### src/rtl/minterm_encoder16.sv
// minterm_encoder16: serially re-encodes a 16-bit minterm set into ascending 4-bit indices over valid/ready
module minterm_encoder16 (
  input  logic        clk,
  input  logic        rst,
  input  logic        EN,
  input  logic        load,
  input  logic [15:0] vec,
  input  logic        ready,
  output logic [3:0]  code,
  output logic        valid,
  output logic        busy,
  output logic        done,
  output logic        none,
  output logic [4:0]  count
);
  typedef enum logic [1:0] {IDLE, SCAN, DONE} state_t;
  state_t      state_q, state_d;
  logic [15:0] shadow_q, shadow_d, rem;
  logic [3:0]  code_q, code_d;
  logic [4:0]  count_q, count_d;
  logic        valid_q, valid_d, none_q, none_d;
  function automatic logic [3:0] lowest(input logic [15:0] v);
    lowest = '0;
    for (int i = 15; i >= 0; i--) if (v[i]) lowest = 4'(i);
  endfunction
  always_comb begin
    state_d  = state_q;
    shadow_d = shadow_q;
    code_d   = code_q;
    valid_d  = valid_q;
    count_d  = count_q;
    none_d   = 1'b0;
    rem      = shadow_q & ~(16'd1 << code_q);
    case (state_q)
      IDLE: if (load && !EN) begin
        count_d  = '0;
        shadow_d = vec;
        code_d   = |vec ? lowest(vec) : code_q;
        valid_d  = |vec;
        none_d   = ~|vec;
        state_d  = |vec ? SCAN : DONE;
      end
      SCAN: if (ready) begin
        shadow_d = rem;
        count_d  = count_q + 5'd1;
        code_d   = |rem ? lowest(rem) : code_q;
        valid_d  = |rem;
        state_d  = |rem ? SCAN : DONE;
      end
      default: state_d = IDLE;
    endcase
  end
  always_ff @(posedge clk or posedge rst) begin
    if (rst) begin
      state_q  <= IDLE;
      shadow_q <= '0;
      code_q   <= '0;
      valid_q  <= 1'b0;
      count_q  <= '0;
      none_q   <= 1'b0;
    end else begin
      state_q  <= state_d;
      shadow_q <= shadow_d;
      code_q   <= code_d;
      valid_q  <= valid_d;
      count_q  <= count_d;
      none_q   <= none_d;
    end
  end
  assign code  = code_q;
  assign valid = valid_q;
  assign busy  = state_q != IDLE;
  assign done  = state_q == DONE;
  assign none  = none_q;
  assign count = count_q;
endmodule

### config.mk
export PLATFORM = sky130hd
export DESIGN_NAME = minterm_encoder16
export DESIGN_NICKNAME = d
export VERILOG_FILES = /design/src/rtl/minterm_encoder16.sv
export SDC_FILE = /design/constraint.sdc
export NUM_CORES = 1
export LEC_CHECK = 0
export BUFFER_PORTS_ARGS = -buffer_cell sky130_fd_sc_hd__buf_2
export CORE_MARGIN = 4
export CORE_UTILIZATION = 35
export DETAILED_ROUTE_END_ITERATION = 7
export SYNTH_ARGS = -nofsm -noshare
export SYNTH_HDL_FRONTEND = slang
export SYNTH_SLANG_ARGS = --single-unit
export TNS_END_PERCENT = 10
### constraint.sdc
create_clock -name clk -period 2.65 [get_ports clk]
set_input_delay 0.265 -clock clk [delete_from_list [all_inputs] [get_ports clk]]
set_output_delay 0.265 -clock clk [all_outputs]
set_load 0.1 [all_outputs]
# After elaboration in Yosys (flattened, before gate mapping)
# Index checks and enable logic that the tools add are counted.
dict set report totals {
  register_bits 29
  in_bits 21
}
dict set report classes {
  addsub 1
  n_eq_ne 6
  n_shift 1
  n_mux 53
  n_bitwise 2
  n_reduce_logical 11
}
# op count
set ops {}
lappend ops {{$mux 4} 36}
lappend ops {{$mux 16} 2}
lappend ops {{$pmux 16 s2} 1}
lappend ops {{$reduce_or 16->1} 2}
lappend ops {{$and 16x16->16} 1}
lappend ops {{$not 16->16} 1}
lappend ops {{$shl 1x4->16 const A} 1}
lappend ops {{$mux 5} 2}
lappend ops {{$pmux 5 s2} 1}
lappend ops {{$mux 2} 4}
lappend ops {{$ne 2x2->1 const B} 4}
lappend ops {{$pmux 4 s2} 1}
lappend ops {{$add 5x1->5 const B} 1}
lappend ops {{$reduce_and 5->1} 1}
lappend ops {{$mux 1} 4}
lappend ops {{$pmux 2 s2} 1}
lappend ops {{$reduce_bool 2->1} 2}
lappend ops {{$reduce_and 3->1} 1}
lappend ops {{$eq 2x1->1 const B} 1}
lappend ops {{$eq 2x2->1 const B} 1}
lappend ops {{$logic_not 1->1} 2}
lappend ops {{$logic_not 2->1} 1}
lappend ops {{$pmux 1 s2} 1}
lappend ops {{$reduce_and 2->1} 1}
lappend ops {{$logic_and 1x1->1} 1}

# Logic depth before layout (Yosys ltp)
# Gate-level depths: netlist of the first run.
dict set report logic_depth {
  word_depth 22
  ltp_mapped 8
  depth_no_buf 6
}

# Worst setup path before layout of the first run
# Ideal clock, no wire load.
dict set report synth_path {
  path_type {reg-to-reg}
  from {reg code_q[1], in the netlist code[1]}
  to {reg code_q[1], in the netlist code[1]}
  setup_time_ns 0.125
  arrival_ns 2.632
  setup_slack_ns -0.107
  path_stages_with_launch 8
  synth_period_minus_slack_ns 2.757
  path_cell_list {dfrtp_1 buf_6 clkbuf_1 a31oi_1 a21o_1 nor4b_4 a31oi_4 mux2_4}
}
dict set report synth_via {
  elab_chain_len 22
  elab_cells_between_ends 25
  cone_classes {eq/ne (1); shift (1); mux (19); bitwise (2); reduce/logical (2)}
}
# item line_no
set synth_rtl {}
lappend synth_rtl {{start, declared} 19} ;# logic [3:0] code_q, code_d;
lappend synth_rtl {{start signal, assigned} 64} ;# code_q <= code_d;
lappend synth_rtl {{$shl 1x4->16 *} 33} ;# rem = shadow_q & ~(16'd1 << code_q);
lappend synth_rtl {{$not 16->16 *} 33}
lappend synth_rtl {{$and 16x16->16 *} 33}
lappend synth_rtl {{$mux 4 (16 in a row)} 24} ;# for (int i = 15; i >= 0; i--) if (v[i]) lowest = 4'(i);
lappend synth_rtl {{$mux 4} 46} ;# code_d = |rem ? lowest(rem) : code_q;
lappend synth_rtl {{$mux 4} 43} ;# SCAN: if (ready) begin
lappend synth_rtl {{$pmux 4 s2} 34} ;# case (state_q)
# Every way passes the cells marked *; elsewhere a longest branch is shown, timed or not. The select of a mux whose other input is x is not followed.
# A chain may end at the register's enable or synchronous reset.

# Worst setup path in the final report of the first run
dict set report layout_path {
  from {reg code_q[2], in the netlist code[2]}
  to {reg code_q[3], in the netlist code[3]}
}
# Same word-level chain as after synthesis.

==> results of run 1 <==
==> layer usage <==
| metal | part of all wire [%] | up-vias | wire length [um] |
|---|---|---|---|
| met5 | 0 | - | 0 |
| met4 | 2.3 | 0 | 147 |
| met3 | 7.2 | 13 | 456 |
| met2 | 45 | 102 | 2880 |
| met1 | 45 | 1034 | 2860 |
| li1 | - | 1025 | - |
==> flip-flops by register name (all words and copies together) (netlist names) <==
| name | count |
|---|---|
| valid | 1 |
| shadow_q | 16 |
| none | 1 |
| state_q | 2 |
| code | 4 |
| count | 5 |
==> worst max-delay path: stages, from the launching register on <==
cell and delay (ns):
dfrtp_2 0.58, or4b_4 0.55, nor2_4 0.11, o22ai_2 0.11
nor4b_4 0.37, a31oi_4 0.18, mux2_4 0.33
==> Yosys cell counts (all sizes together) (6+ instances only) <==
master  number
a22o        16
a21oi       17
nor3        10
inv         11
o21ai       21
nand2b       6
nand3        7
nand2       36
dfrtp       29
a31oi        6
buf          7
nor2        19
==> cells by family after synthesis <==
family | share of synthesized area [%]
flip-flops | 34.0
multiplexers | 3.87
buffers and inverters | 4.69
AND/OR/NAND/NOR | 27.3
adder cells (fa/ha/maj) | 0.586
AO/OA/AOI/OAI | 29.5
==> area by class of cell <==
type                            instances  area (um2)
Fill cell                             614        3410
Sequential cell                        29         731
Timing Repair Buffer                   40         218
Clock buffer                            6        82.6
Tap cell                               75        93.8
Clock inverter                          2        37.5
Multi-Input combinational cell        204        1310
Inverter                               11        41.3
==> metrics by stage <==
stage | cells | hold slack [ns] | total power, mW | utilization (%)
after global routing | 367 | 0.0904 | 3.74 | 42.4
final | 367 | 0.0491 | 3.51 | 42.4
after detailed placement | 359 | 0.379 | 3.01 | 40.4
after CTS | 367 | 0.0659 | 3.51 | 42.4
after floorplan | 256 | 0.343 | 2.57 | -
after global placement | 359 | 0.368 | 3.00 | 40.4
==> path summary, 6_finish.rpt <==
path / endpoint / slack [ns]
worst max-delay path: code[3] / 0.30
worst min-delay path: shadow_q[4] / 0.05
worst max register to register: code[3] / 0.30
worst min register to register: valid / 0.49
max in group asynchronous: code[0] / 1.95
min in group clk: shadow_q[3] / 0.24
==> power by group through the flow <==
stage,clock network [mW],registers (mW),logic (mW)
after CTS,0.498,0.943,2.07
after global routing,0.517,0.984,2.24
final,0.486,0.956,2.07
after floorplan,0,1.27,1.30
after global placement,0,0.938,2.06
after detailed placement,0,0.949,2.06
==> cell usage in the layout, fill, tap and decap left out, drive strengths merged, types with 2 or more instances in the layout <==
cell	instances
o22ai	4
a22o	16
nor4b	3
nor2b	3
o311ai	2
a21o	4
nor3b	2
nand4b	3
o31ai	3
nand2	36
a31oi	6
o21bai	2
nor4	5
o21ai	21
inv	11
a21oi	17
nand3	7
or2	5
mux2i	3
nor3	10
nor2	19
clkbuf	6
nand4bb	2
nand4	2
mux2	4
o21a	2
nand2b	6
o31a	2
buf	40
dfrtp	29
==> out/metrics.yaml, run 1 <==
clock_tree:
  hold_buffers: 0
  path_clk_slew_ns: 0.07
  cts_setup_buffers: 0
  cts_tree: "done"
  clock_sinks: 29
  cts_resized: 0
  cts_root_buf: "clkbuf_8"
  clk_latency_ns: 0.29
  htree_levels: 2
  cts_buffer_depth: 2
  cts_buffers: 5
pwr:
  vdd_drop_max_mv: 0.901
  power_switching_mw: 1.85
  p_leak_nw: 1.10
  powerDensity_nw_per_um2: 1400
  combPwrFrac_pct: 58.9
  switching_share_pct: 52.7
  p_clk_share_pct: 13.9
  p_int_mw: 1.66
  p_seq_share_pct: 27.2
global_route:
  grt_first_pass_wirelength_mm: 10.5
  grt.busiest_layer: "met2"
  met2_usage_pct: 27.8
  track_usage_pct: 17.9
  grt_max_degree: 24
  antenna_found_initial: 0
  grt_pass1_vias: 2053
  grtUsageMet3_pct: 4.23
  grt.met1_usage_pct: 23.8
  grt-ovfl-total: 0
sta:
  max_freq_mhz: 425
  fin_skew_ns: 0.00695
  slew_headroom_pct: 57.7
  period_share_pct: 88.8
  setup_viol: 0
  layout_setup_ws_ns: 0.297
  timing.final.max_slew_violations: 0
  rsz0062_at_grt: "no"
  timing.setup.tns_ns: 0
  finalHoldViolCount: 0
  min_period_ns: 2.35
  tightest_slew_ns: 0.626
worst_setup_path:
  worstPathArrival_ns: 2.53
  regToRegStartpoint: "code[2]"
  critPathMaxFanout: 17
  worstSetupPathType: "reg2reg"
  r2r.worst_path.cells: 6
  startpoint_type: "flip-flop"
  crit_required_ns: 2.83
  crit_path_end_kind: "flip-flop"
  cp-startpoint: "code[2]"
finish:
  n_antenna_cell: 0
  final_layout_size_suffix_gt1_share_pct: 23.6
  design_area_um2: 2510
  nets: 313
  syn_to_final_growth_pct: 17.7
synth:
  synth.yosys.seq_area_share_pct: 34.0
  yosys-top-cells-area: "dfrtp_1 34%, a22o_1 6.6%, nand2_1 6.3%"
  ys_warn_count: 0
  yosysTopAreaCell: "dfrtp_1"
  synth_edf_count: 0
  postSynthAreaPerCell_um2: 8.34
  async_flop_share_pct: 100
  syn_inst: 256
  syn_area_um2: 2130
  synth_seq_cells: 29
  mappedNetlistNets: 278
  synth_top_cell_area_share_pct: 34.0
  synth_flop_cell: "dfrtp_1"
  synth_cell_types: 55
die:
  die-height_um: 86.1
  die_x_um: 86.1
  initial_core_util_pct: 36.1
  core_um2: 5920
  io_pins: 34
  rows: 28
  dieArea_um2: 7410
placed_design:
  gp_congestion: 0.927
  hpwl_mm: 4.66
  numPortBuffers: 33
  pre_cts_ws_ns: 0.305
  post_dp_cell_area_um2: 2390
routing:
  post-route-drc-count: 0
  dr.pass1.iters: 5
  vias: 2174
  routed_via_density: 5.92
  drt-wirelength-per-cell_um: 17.3
  drtIter0Drc: 174
  ant_nets: 0
  wl_mm: 6.35
outcome:
  status: "finished clean"
min_path:
  hp-class: "in2async"
job:
  max_cap_viol_count: 0
(Power assumes the default switching activity.)
==> inputs of run 2 (changes only) <==
--- a/config.mk
+++ b/config.mk
@@ -5,6 +5,7 @@
 export SDC_FILE = /design/constraint.sdc
 export NUM_CORES = 1
 export LEC_CHECK = 0
+export ABC_AREA = 1
 export BUFFER_PORTS_ARGS = -buffer_cell sky130_fd_sc_hd__buf_2
 export CORE_MARGIN = 4
 export CORE_UTILIZATION = 35
==> out/metrics.yaml, run 2 <==
worst_setup_path:
  critPathMaxFanout: 10  # -7
  worstSetupPathType: "reg2reg"
  worstPathArrival_ns: 2.29  # -0.24 ns
  crit_required_ns: 2.83  # about the same
  crit_path_end_kind: "flip-flop"
  startpoint_type: "flip-flop"
global_route:
  track_usage_pct: 18.0  # +0.094 points
  antenna_found_initial: 0  # unchanged
  grt_max_degree: 30  # +25%
  grt-ovfl-total: 0  # unchanged
  grt_pass1_vias: 1858  # -9.5%
  grt_first_pass_wirelength_mm: 9.13  # -13%
routing:
  routed_via_density: 5.10  # -14%
  wl_mm: 5.38  # -15%
  drtIter0Drc: 180  # +3.4%
  ant_nets: 0  # unchanged
  post-route-drc-count: 0  # unchanged
  dr.pass1.iters: 4  # -1
  drt-wirelength-per-cell_um: 14.4  # -17%
  vias: 1901  # -13%
clock_tree:
  htree_levels: 2  # unchanged
  cts_root_buf: "clkbuf_8"
  cts_setup_buffers: 0  # unchanged
  path_clk_slew_ns: 0.07  # about the same
  cts_buffer_depth: 2  # unchanged
  cts_buffers: 5  # unchanged
  clock_sinks: 29  # unchanged
  cts_tree: "done"
  hold_buffers: 0  # unchanged
  clk_latency_ns: 0.29  # about the same
  cts_resized: 0  # unchanged
synth:
  postSynthAreaPerCell_um2: 7.21  # -14%
  ys_warn_count: 0  # unchanged
  yosysMostFrequentCell: "nand2_1"
  yosysTopAreaCell: "dfrtp_1"
  syn_area_um2: 1910  # -10%
  synth_edf_count: 0  # unchanged
  mappedNetlistNets: 287  # +3.2%
  synth.yosys.seq_area_share_pct: 38.0  # +4.0 points
  synth_top_cell_area_share_pct: 38.0  # +4.0 points
  synth_cell_types: 35  # -36%
  synth_flop_cell: "dfrtp_1"
  synthTopCellsByCount: "64 x nand2_1, 32 x inv_1, 29 x dfrtp_1"
  async_flop_share_pct: 100  # unchanged
  synth_seq_cells: 29  # unchanged
  syn_inst: 265  # +3.5%
  yosys-top-cells-area: "dfrtp_1 38%, nand2_1 13%, inv_1 6.3%"
finish:
  final_common_cell: "nand2_1"
  largest_reg_flops: 16  # unchanged
  final_layout_size_suffix_gt1_share_pct: 24.1  # +0.46 points
  design_area_um2: 2230  # -11%
  nets: 324  # +3.5%
  final_cell_mix: "64 x nand2_1, 33 x buf_2, 32 x inv_1"
  n_antenna_cell: 0  # unchanged
  final_util_pct: 42.8  # +0.40 points
  largest-register: "shadow_q"
  syn_to_final_growth_pct: 16.7
pwr:
  combPwrFrac_pct: 57.9  # -1.0 points
  p_leak_nw: 1.13  # +2.5%
  p_int_mw: 1.22  # -26%
  powerDensity_nw_per_um2: 1260  # -9.5%
  p_clk_share_pct: 12.9  # -1.0 points
  p_seq_share_pct: 29.2  # +2.0 points
  vdd_drop_max_mv: 0.667  # -26%
  power.total_mw: 2.82  # -20%
  switching_share_pct: 56.7  # +4.0 points
  power_switching_mw: 1.60  # -14%
sta:
  timing.setup.tns_ns: 0  # unchanged
  fin_skew_ns: 0.00922  # +0.00227 ns
  min_period_ns: 2.10  # -0.251 ns
  period_share_pct: 79.3  # -9.5 points
  max_freq_mhz: 476  # +12%
  timing.final.max_slew_violations: 0  # unchanged
  rsz0062_at_grt: "no"
  finalHoldViolCount: 0  # unchanged
  layout_setup_ws_ns: 0.548  # +0.251 ns
  slew_headroom_pct: 66.3  # +8.5 points
  setup_viol: 0  # unchanged
  tightest_slew_ns: 0.506  # -0.120 ns
job:
  max_cap_viol_count: 0  # unchanged
die:
  die_x_um: 81.9  # -4.9%
  core_um2: 5200  # -12%
  rows: 26  # -7.1%
  initial_core_util_pct: 36.7  # +0.65 points
  dieArea_um2: 6710  # -9.5%
  die-height_um: 81.9  # -4.9%
  io_pins: 34  # unchanged
outcome:
  status: "finished clean"
placed_design:
  hpwl_mm: 4.27  # -8.3%
  numPortBuffers: 33  # unchanged
  pre_cts_ws_ns: 0.586  # +0.281 ns
  post_dp_cell_area_um2: 2140  # -10%
  gp_congestion: 0.899  # -3.1%
min_path:
  hp-class: "in2async"
[run 2: cell count changes in the layout (fill, tap and decap cells not counted), sizes merged, moves of 6 or more]
cell	delta
o211ai	+6
inv	+29
nand2	+29
nand2b	-6
a22o	-16
nand3	+7
o21ai	+11
[run 2: power groups by stage]
stage | Sequential, mW | Clock, mW | Combinational (mW)
global route | 0.848 | 0.396 | 1.80
global placement | 0.832 | 0 | 1.62
floorplan | 1.17 | 0 | 0.943
CTS | 0.820 | 0.370 | 1.63
finish | 0.822 | 0.364 | 1.63
detailed placement | 0.830 | 0 | 1.62
[run 2: layout make-up]
type | count | area, um2
timing repair buffer | 37 | 195
inverter | 41 | 164
fill | 564 | 2980
clock inverter | 3 | 17.5
clock buffer | 5 | 68.8
sequential | 29 | 726
tap | 70 | 87.6
multi-input combinational | 188 | 971
[run 2: worst paths after layout]
check | startpoint | endpoint | slack (ns) | cells after the start
worst max-delay path | code[3] | code[0] | 0.55 | 11
worst min-delay path | rst | shadow_q[13] | 0.04 | 3
worst max register to register | code[3] | code[0] | 0.55 | 11
worst min register to register | shadow_q[8] | shadow_q[8] | 0.48 | 2
max in group asynchronous | rst | shadow_q[2] | 2.33 | 3
min in group clk | ready | count[1] | 0.23 | 3
[run 2: cells by family (layout without fill, tap and decap cells)]
logic type,count (synthesis),after routing,synth area share (%)
AO/OA/AOI/OAI,68,68,22.1
adder cells (fa/ha/maj),1,1,0.655
buffers and inverters,48,86,11.2
flip-flops,29,29,38.0
AND/OR/NAND/NOR,119,119,28.1
[run 2: metrics by stage]
| stage | cells | hold slack [ns] |
|---|---|---|
| CTS | 373 | 0.0551 |
| finish | 373 | 0.0394 |
| floorplan | 265 | 0.343 |
| global placement | 365 | 0.358 |
| global route | 373 | 0.0995 |
| detailed placement | 365 | 0.363 |
[run 2: worst max-delay path: stages (launching register included)]
cell	delay (ns)
dfrtp_1	0.66
inv_4	0.13
a21oi_1	0.35
nor2_2	0.07
nand2_1	0.08
inv_1	0.05
nand4_1	0.10
o21ai_2	0.09
nor2_4	0.17
clkinv_4	0.10
a21oi_2	0.13
a21oi_2	0.06
[run 2: per-layer routing]
layer	vias up	share of wire (%)	GRT usage, %
met2	68	45	28.0
li1	953	-	-
met5	-	0	0
met3	13	7.5	3.84
met1	867	46	24.8
met4	0	1.8	5.48
